## src/rtl/hack_pkg.sv

```systemverilog
// Shared definitions for the XOR frame checksum block: FSM state encoding
// and the default data word width.
package hack_pkg;

    localparam int DEFAULT_WIDTH = 16;

    typedef enum logic [1:0] {
        IDLE  = 2'd0,
        ACCUM = 2'd1,
        DONE  = 2'd2
    } state_t;

endpackage

```

## src/rtl/xor_frame_checksum_xor_n.sv

```systemverilog
// Parametrised WIDTH-bit bitwise XOR used as the checksum accumulate datapath.
module xor_n #(
    parameter int WIDTH = 16
) (
    input  logic [WIDTH-1:0] a,
    input  logic [WIDTH-1:0] b,
    output logic [WIDTH-1:0] y
);

    genvar gi;
    generate
        for (gi = 0; gi < WIDTH; gi++) begin : g_bit
            assign y[gi] = a[gi] ^ b[gi];
        end
    endgenerate

endmodule

```

## src/rtl/xor_frame_checksum.sv

```systemverilog
// Per-frame XOR checksum with saturating beat count and overflow flag.
// Optional out_parity port is enabled by defining XOR_FRAME_PARITY_EN.
module xor_frame_checksum
    import hack_pkg::*;
#(
    parameter int WIDTH     = DEFAULT_WIDTH,
    parameter int MAX_WORDS = 256,
    localparam int CW       = $clog2(MAX_WORDS + 1)
) (
    input  logic             clk,
    input  logic             rst_n,
    input  logic             in_valid,
    output logic             in_ready,
    input  logic [WIDTH-1:0] in_data,
    input  logic             in_last,
    output logic             out_valid,
    input  logic             out_ready,
    output logic [WIDTH-1:0] out_sum,
    output logic [CW-1:0]    out_count,
    output logic             out_overflow
`ifdef XOR_FRAME_PARITY_EN
    ,
    output logic             out_parity
`endif
);

    state_t           state_reg;
    logic [WIDTH-1:0] acc_reg;
    logic [CW-1:0]    count_reg;
    logic             ovf_reg;

    logic             accept;
    logic             sat;
    logic [WIDTH-1:0] acc_base;
    logic [WIDTH-1:0] acc_next;
    logic [CW-1:0]    count_next;
    logic             ovf_next;

    assign in_ready  = (state_reg != DONE);
    assign out_valid = (state_reg == DONE);
    assign accept    = in_valid && in_ready;

    assign sat        = (count_reg == CW'(MAX_WORDS));
    assign count_next = sat ? count_reg : count_reg + CW'(1);
    assign ovf_next   = ovf_reg | sat;

    // First beat of a frame loads the word rather than folding in stale state.
    assign acc_base = (state_reg == IDLE) ? '0 : acc_reg;

    xor_n #(
        .WIDTH(WIDTH)
    ) u_xor (
        .a(acc_base),
        .b(in_data),
        .y(acc_next)
    );

    always_ff @(posedge clk or negedge rst_n) begin
        if (!rst_n) begin
            state_reg <= IDLE;
            acc_reg   <= '0;
            count_reg <= '0;
            ovf_reg   <= 1'b0;
        end else begin
            case (state_reg)
                IDLE, ACCUM: begin
                    if (accept) begin
                        acc_reg   <= acc_next;
                        count_reg <= count_next;
                        ovf_reg   <= ovf_next;
                        state_reg <= in_last ? DONE : ACCUM;
                    end
                end
                DONE: begin
                    if (out_ready) begin
                        acc_reg   <= '0;
                        count_reg <= '0;
                        ovf_reg   <= 1'b0;
                        state_reg <= IDLE;
                    end
                end
                default: begin
                    acc_reg   <= '0;
                    count_reg <= '0;
                    ovf_reg   <= 1'b0;
                    state_reg <= IDLE;
                end
            endcase
        end
    end

    assign out_sum      = acc_reg;
    assign out_count    = count_reg;
    assign out_overflow = ovf_reg;

`ifdef XOR_FRAME_PARITY_EN
    assign out_parity = ^acc_reg;
`endif

endmodule

```

## config.mk

```make
export PLATFORM = sky130hd
export DESIGN_NAME = xor_frame_checksum
export DESIGN_NICKNAME = d
export VERILOG_FILES = /design/src/rtl/hack_pkg.sv /design/src/rtl/xor_frame_checksum_xor_n.sv /design/src/rtl/xor_frame_checksum.sv
export SDC_FILE = /design/constraint.sdc
export NUM_CORES = 1
export LEC_CHECK = 0
export BUFFER_PORTS_ARGS = -buffer_cell sky130_fd_sc_hd__buf_2
export CORE_UTILIZATION = 50
export CTS_BUF_LIST = sky130_fd_sc_hd__clkbuf_4 sky130_fd_sc_hd__clkbuf_8 sky130_fd_sc_hd__clkbuf_16
export CTS_CLUSTER_SIZE = 16
export DETAILED_ROUTE_END_ITERATION = 10
export GPL_TIMING_DRIVEN = 1
export PLACE_DENSITY = 0.78
export SYNTH_ARGS = -nofsm -noshare
export SYNTH_HDL_FRONTEND = slang
export SYNTH_HIERARCHICAL = 1
export SYNTH_SLANG_ARGS = --single-unit
export TNS_END_PERCENT = 20
```

## constraint.sdc

```tcl
create_clock -name clk -period 3.95 [get_ports clk]
set_input_delay 1.185 -clock clk [delete_from_list [all_inputs] [get_ports clk]]
set_output_delay 1.185 -clock clk [all_outputs]
set_load 0.02 [all_outputs]
```

==> results.yml, run 1 <==
floorplanning:
  die_h_um: 58.7
  chipWidth_um: 58.7
  core_sq_mm: 0.00305
  core.rowCount: 20
  initial_core_util: 0.527
  pin_count: 49
  die_area_sq_mm: 0.00345
timing:
  relSlewSlack: 0.258
  fin_crit_ns: 2.80
  slew_violations: 0
  worst_slack_ns: 1.15
  tightest_slew_ns: 1.11
  fin_skew_ns: 0.00252
  fmax_mhz: 358
  tns_ns: 0
  fin_crit_sh: 0.708
  hold_viol: 0
  setup_viol: 0
  rsz0062_at_grt: "false"
worst_setup_path:
  critPathKind: "register to primary output"
  arrival_ns: 1.61
  crit_required_ns: 2.76
  r2r-end: "out_sum[6]"
  critPathMaxFanout: 30
  crit_path_end: "in_ready"
  end_kind: "primary output"
  cp-start-kind: "register"
  r2r_setup_slack_ns: 1.68
  crit_path_start: "state_reg[1]"
  ff2ff_path_depth: 4
  reg2reg_from: "state_reg[1]"
final_layout:
  seq_area_sq_um: 701
  nFillCells: 298
  multi_input_area_sq_um: 848
  largest_reg_flops: 16
  finalNetCount: 241
  final_cells: 260
  antenna_cells: 0
  final_cell_area_sq_mm: 0.00188
  area_delta_synth_final_pct: 17.0
  final_util: 0.616
  drive_gt1_frac: 0.273
detailed_routing:
  drt-total-wl_um: 3210
  vias_per_cell: 5.03
  wl_per_cell_um: 12.3
  dr.pass1.iters: 4
  vias: 1309
  drc: 0
  antenna_left: 0
  drt-initial-drc-count: 33
placed_design:
  dpl.cell_count: 257
  numPortBuffers: 48
  place_area_sq_mm: 0.00186
  gp_congestion: 0.814
  hpwl_um: 2280
  dp_worst_setup_slack_ns: 1.05
cts:
  postCtsSetupBuffers: 0
  cts_buffers: 3
  clk_latency_ns: 0.31
  cts.clk_slew.worst_paths_ns: 0.14
  cts_hold_buf: 0
  ctsRootBufferMaster: "clkbuf_4"
  cts_resized: 0
  cts.sinks: 28
  htree_levels: 1
  cts_tree: "done"
  cts_buffer_depth: 2
hold_path:
  min_path_type: "register to register"
synthesis:
  syn-num-nets: 198
  synth_cell_type_count: 38
  seq_area_frac_synth: 0.435
  synth_seq_cells: 28
  ys_async_sr_fraction: 1.00
  ys_warn_count: 6
  syn-cell-area_sq_mm: 0.00161
  syn_avg_cell_area_sq_um: 9.19
  synth_edf_count: 0
  synth-main-ff-cell: "dfrtp_1"
  syn_inst: 175
global_routing:
  antenna_found_initial: 0
  grt_pass1_wl_um: 5090
  grt_use_total: 0.193
  grt_max_degree: 31
  gr-total-overflow: 0
  grt_pass1_vias: 1131
power_and_ir_drop:
  p_sw_uw: 328
  clkPwrFrac: 0.134
  swShare: 0.398
  cellPowerDensity_mw_per_mm2: 438
  leakage_uw: 0.000988
  power_frac_seq: 0.498
  comb_power_share: 0.368
  intPower_uw: 496
  irDropWorstVdd_v: 0.000183
status:
  status: "complete, no violations"
job:
  maxCapViolCount: 0
layer usage:
metal  vias to the layer above  part of all wire  track usage
met5                         -                 0            0
met3                         2             0.031       0.0264
met2                        29              0.48        0.318
met4                         0            0.0053       0.0612
met1                       608              0.48        0.265
li1                        670                 -            -
per-stage QoR:
stage	power (uW)	hold WS, ns
after CTS	836	0.506
after global placement	715	0.469
final	824	0.498
after global routing	883	0.525
after detailed placement	722	0.474
after floorplan	624	0.575
placed cells by master, fill, tap and decap left out, types with 2 or more instances in the layout:
| cell type | instances |
|---|---|
| nand2b_1 | 2 |
| ha_1 | 2 |
| clkbuf_4 | 3 |
| a21oi_1 | 2 |
| nand4_1 | 3 |
| nand3b_1 | 15 |
| nor2_1 | 4 |
| nand3_1 | 4 |
| dfrtp_1 | 28 |
| nor2b_1 | 18 |
| buf_2 | 48 |
| o21ai_0 | 4 |
| xor2_1 | 17 |
| o22ai_1 | 2 |
| nand2_1 | 39 |
| inv_1 | 4 |
Yosys cell counts (2+ instances only):
library cell  number  area (sq um)
nor2_1             4          15.0
clkbuf_1           8          30.0
nand3_1            4          20.0
dfrtp_1           28           701
o22ai_1            2          12.5
a21oi_1            2          10.0
nand3b_1          15           113
o21ai_0            4          20.0
nand4_1            3          18.8
nand2_1           39           146
nor2b_1           18           113
xor2_1            17           149
inv_1              4          15.0
ha_1               2          25.0
nand2b_1           2          12.5
layout make-up:
type	count	area share
Clock buffer	3	0.0120
Inverter	4	0.00798
Multi-Input combinational cell	133	0.451
Sequential cell	28	0.372
Tap cell	44	0.0293
Timing Repair Buffer	48	0.128
worst min path at each step:
| stage | start | end | slack (ns) | cells after the start |
|---|---|---|---|---|
| 3_5_place_dp | out_sum[15] | out_sum[15] | 0.47 | 2 |
| 2_1_floorplan | state_reg[0] | state_reg[0] | 0.58 | 2 |
| 4_1_cts | out_sum[15] | out_sum[15] | 0.51 | 2 |
| 5_1_grt | out_sum[12] | out_sum[12] | 0.53 | 2 |
| 3_3_place_gp | out_sum[15] | out_sum[15] | 0.47 | 2 |
| 6_report | out_sum[15] | out_sum[15] | 0.50 | 2 |
power groups by stage:
stage | Sequential [uW] | Clock, uW | Combinational, uW
global placement | 414 | 0 | 301
finish | 410 | 111 | 303
detailed placement | 417 | 0 | 305
CTS | 411 | 119 | 306
global route | 421 | 127 | 336
floorplan | 448 | 0 | 175
kinds of logic (layout without fill, tap and decap cells):
logic type | Yosys count | count (layout) | share of synthesized area
AO/OA/AOI/OAI | 19 | 19 | 0.0925
XOR/XNOR | 18 | 18 | 0.0980
adder cells (fa/ha/maj) | 2 | 2 | 0.0155
buffers and inverters | 14 | 55 | 0.0373
flip-flops | 28 | 28 | 0.435
multiplexers | 1 | 1 | 0.00933
AND/OR/NAND/NOR | 93 | 93 | 0.312
critical path, cell delays in order, from the launching register on:
cell     delay [ns]
dfrtp_1        0.86
nor2b_1        0.24
inv_1          0.05
buf_2          0.15
Note: power is estimated with default switching activity, not from simulation.
==> run 2, diff against run 1 <==
clock period = 2.65 ns   (was 3.95 ns; I/O delays follow)
==> results.yml, run 2 (synthesized netlist as in run 1, its figures left out) <==
timing:
  hold_viol: 0
  setup_viol: 0
  relSlewSlack: 0.590
  fmax_mhz: 442
  tns_ns: 0
  fin_skew_ns: 0.00320
  fin_crit_sh: 0.853
  tightest_slew_ns: 0.614
  slew_violations: 0
  fin_crit_ns: 2.26
  rsz0062_at_grt: "false"
worst_setup_path:
  r2r-end: "out_count[8]"
  reg2reg_from: "out_count[3]"
  crit_required_ns: 1.86
  cp-start-kind: "register"
  crit_path_start: "state_reg[1]"
  critPathKind: "register to primary output"
  ff2ff_path_depth: 4
  end_kind: "primary output"
  crit_path_end: "in_ready"
  arrival_ns: 1.47
  r2r_setup_slack_ns: 0.63
  critPathMaxFanout: 22
cts:
  cts_hold_buf: 0
  cts_resized: 0
  cts.sinks: 28
  ctsRootBufferMaster: "clkbuf_4"
  htree_levels: 1
  postCtsSetupBuffers: 0
  cts_buffers: 3
  cts.clk_slew.worst_paths_ns: 0.14
  cts_tree: "done"
  cts_buffer_depth: 2
  clk_latency_ns: 0.31
final_layout:
  layout_common_cells: "buf_2 (48), nand2_1 (39), dfrtp_1 (28)"
  nFillCells: 285
  final_cells: 265
  drive_gt1_frac: 0.290
  final_common_cell: "buf_2"
  finalNetCount: 246
  antenna_cells: 0
  largest_reg_flops: 16
  final_util: 0.629
  area_delta_synth_final_pct: 19.3
detailed_routing:
  vias: 1345
  antenna_left: 0
  dr.pass1.iters: 4
  wl_per_cell_um: 12.4
  drt-initial-drc-count: 39
  vias_per_cell: 5.08
  drc: 0
  drt-total-wl_um: 3280
floorplanning:
  core_sq_mm: 0.00305
  initial_core_util: 0.527
  core.rowCount: 20
  die_area_sq_mm: 0.00345
  pin_count: 49
  chipWidth_um: 58.7
  die_h_um: 58.7
placed_design:
  hpwl_um: 2390
  numPortBuffers: 48
  gp_congestion: 0.837
  dpl.cell_count: 262
global_routing:
  grt_use_total: 0.211
  antenna_found_initial: 0
  gr-total-overflow: 0
  grt_max_degree: 29
  grt_pass1_vias: 1239
  grt_pass1_wl_um: 5620
status:
  status: "complete, no violations"
power_and_ir_drop:
  p_sw_uw: 497
  cellPowerDensity_mw_per_mm2: 650
  irDropWorstVdd_v: 0.000286
  power_frac_seq: 0.490
  leakage_uw: 0.00101
  swShare: 0.399
  comb_power_share: 0.374
  clkPwrFrac: 0.136
  intPower_uw: 750
job:
  maxCapViolCount: 0
hold_path:
  min_path_type: "input port to async pin"
==> run 2: changes by cell type in the layout (fill, tap and decap cells not counted), sizes merged <==
cell | before | now
buf | 48 | 53
==> run 2: how the worst min path moves through the flow <==
stage,slack [ns],end,cells after the start,start
6_report,0.47,out_sum[7],1,rst_n
5_1_grt,0.49,out_sum[7],1,rst_n
4_1_cts,0.48,out_count[7],1,rst_n
3_5_place_dp,0.48,out_sum[8],2,out_sum[8]
3_3_place_gp,0.47,out_sum[8],2,out_sum[8]
2_1_floorplan,0.50,out_count[0],0,rst_n
==> run 2: cell type report <==
cell class,count,area (sq um),share of cell area
Sequential cell,28,701,0.365
Multi-Input combinational cell,133,848,0.442
Inverter,4,15.0,0.00782
Tap cell,44,55.1,0.0287
Clock buffer,3,22.5,0.0117
Timing Repair Buffer,53,278,0.145
==> run 2: worst max-delay path, cell delays in order, from the launching register on <==
cell and delay (ns):
dfrtp_1 0.72, nor2b_1 0.23, inv_1 0.05, buf_2 0.15
==> run 2: power by group through the flow <==
stage	Sequential [uW]	Clock, uW	Combinational (uW)
5_1_grt	626	195	518
4_1_cts	611	173	472
3_3_place_gp	617	0	462
3_5_place_dp	618	0	471
6_report	610	169	467
2_1_floorplan	668	0	262
==> run 2: layer usage <==
metal,GRT usage,part of all wire
met5,0,0
met1,0.290,0.48
met2,0.352,0.48
met3,0.0198,0.026
met4,0.0646,0.0055
==> run 2: per-stage QoR <==
step | hold slack (ns) | power, uW | area, sq um | setup slack (ns)
2_1_floorplan | 0.499 | 930 | 1610 | 0.620
3_3_place_gp | 0.470 | 1080 | 1900 | 0.606
6_report | 0.469 | 1250 | 1920 | 0.390
4_1_cts | 0.482 | 1260 | 1920 | 0.373
5_1_grt | 0.495 | 1340 | 1920 | 0.279
3_5_place_dp | 0.476 | 1090 | 1900 | 0.568
==> run 3, diff against run 2 <==
PLACE_DENSITY = 0.79   (was 0.78)
==> results.yml, run 3 (synthesized netlist as in run 1, its figures left out) <==
cts:
  ctsRootBufferMaster: "clkbuf_4"
  cts_tree: "done"
  cts.clk_slew.worst_paths_ns: 0.15
  cts_resized: 0
  cts_buffer_depth: 2
  clk_latency_ns: 0.32
  cts_buffers: 3
  htree_levels: 1
  cts.sinks: 28
  postCtsSetupBuffers: 0
  cts_hold_buf: 0
worst_setup_path:
  crit_chain: "nor2b_1 > inv_1 > buf_2"
  crit_path_end: "in_ready"
  end_kind: "primary output"
  crit_required_ns: 1.86
  reg2reg_from: "out_count[3]"
  r2r-end: "out_count[8]"
  max_stage_delay_ns: 0.60
  arrival_ns: 1.32
  ff2ff_path_depth: 4
  critPathKind: "register to primary output"
  crit_slowest_cell: "dfrtp_1"
  critPathMaxFanout: 14
  cp-start-kind: "register"
  r2r_setup_slack_ns: 0.66
  crit_path_start: "state_reg[1]"
placed_design:
  numPortBuffers: 48
  gp_congestion: 0.821
  dp_worst_setup_slack_ns: 0.546
  hpwl_um: 2400
  dpl.cell_count: 262
detailed_routing:
  drt-total-wl_um: 3330
  vias_per_cell: 5.21
  wl_met3_um: 127
  wl_per_cell_um: 12.5
  vias: 1387
  drt-initial-drc-count: 62
  met1_length_um: 1470
  wl_met2_um: 1710
  drc: 0
  antenna_left: 0
  top_layer_used: "met4"
  dr.pass1.iters: 5
timing:
  fin_crit_sh: 0.798
  setup_viol: 0
  rsz0062_at_grt: "false"
  fin_skew_ns: 0.00949
  tightest_slew_ns: 0.618
  fmax_mhz: 473
  tns_ns: 0
  relSlewSlack: 0.588
  worst_slack_ns: 0.536
  fin_crit_ns: 2.11
  slew_violations: 0
  hold_viol: 0
  whs_ns: 0.459
final_layout:
  finalNetCount: 246
  layout_common_cells: "buf_2 (48), nand2_1 (39), dfrtp_1 (28)"
  nFillCells: 279
  area_delta_synth_final_pct: 21.2
  final_common_cell: "buf_2"
  final_cells: 266
  multi_input_area_sq_um: 848
  antenna_cells: 0
  largest_reg_flops: 16
  drive_gt1_frac: 0.293
  seq_area_sq_um: 701
floorplanning:
  die_area_sq_mm: 0.00345
  initial_core_util: 0.527
  chipWidth_um: 58.7
  die_h_um: 58.7
  core.rowCount: 20
  core_sq_mm: 0.00305
  pin_count: 49
global_routing:
  grt_use_total: 0.214
  antenna_found_initial: 0
  grt_pass1_wl_um: 5660
  grt_max_degree: 29
  gr-total-overflow: 0
  grt_pass1_vias: 1275
hold_path:
  min_path_type: "input port to async pin"
power_and_ir_drop:
  p_sw_uw: 502
  intPower_uw: 850
  comb_power_share: 0.347
  irDropWorstVdd_v: 0.000355
  swShare: 0.371
  clkPwrFrac: 0.202
  power_frac_seq: 0.451
  cellPowerDensity_mw_per_mm2: 693
  leakage_uw: 0.00103
job:
  maxCapViolCount: 0
status:
  status: "complete, no violations"
==> run 3: cell count changes in the layout (fill, tap and decap cells not counted) <==
cell       previous run  this run
bufinv_16             0         1
==> run 3: stage by stage <==
step / util / cell area [sq um] / total power, uW
floorplan: - / 1610 / 930
global placement: 0.621 / 1900 / 1080
detailed placement: 0.621 / 1900 / 1090
CTS: 0.639 / 1950 / 1360
global route: 0.639 / 1950 / 1440
finish: 0.639 / 1950 / 1350
==> run 3: how the worst min path moves through the flow <==
stage	startpoint	endpoint	slack, ns	cells after the start
after floorplan	rst_n	out_count[0]	0.50	0
after global placement	out_sum[12]	out_sum[12]	0.47	2
after detailed placement	out_sum[12]	out_sum[12]	0.47	2
after CTS	rst_n	out_sum[10]	0.47	1
after global routing	rst_n	out_sum[10]	0.49	1
final	rst_n	out_sum[10]	0.46	1
==> run 3: worst max-delay path: cells and delay by family, from the launching register on <==
kind,cells,cell delay [ns]
simple gates,1,0.21
buf+inv,2,0.20
flops,1,0.60
==> run 3: layer usage <==
layer	vias to the layer above	GRT usage
met5	-	0
met2	42	0.377
li1	678	-
met3	2	0.0264
met1	665	0.279
met4	0	0.0544
==> run 3: area by class of cell <==
cell class,instances,share of cell area
Clock buffer,3,0.0116
Timing Repair Buffer,53,0.142
Clock inverter,1,0.0154
Multi-Input combinational cell,133,0.435
Sequential cell,28,0.359
Inverter,4,0.00770
Tap cell,44,0.0282
==> run 3: power groups by stage <==
| stage | Clock [uW] | Combinational [uW] | Sequential [uW] |
|---|---|---|---|
| after global routing | 294 | 521 | 627 |
| final | 273 | 470 | 609 |
| after global placement | 0 | 461 | 614 |
| after detailed placement | 0 | 474 | 616 |
| after floorplan | 0 | 262 | 668 |
| after CTS | 277 | 476 | 608 |
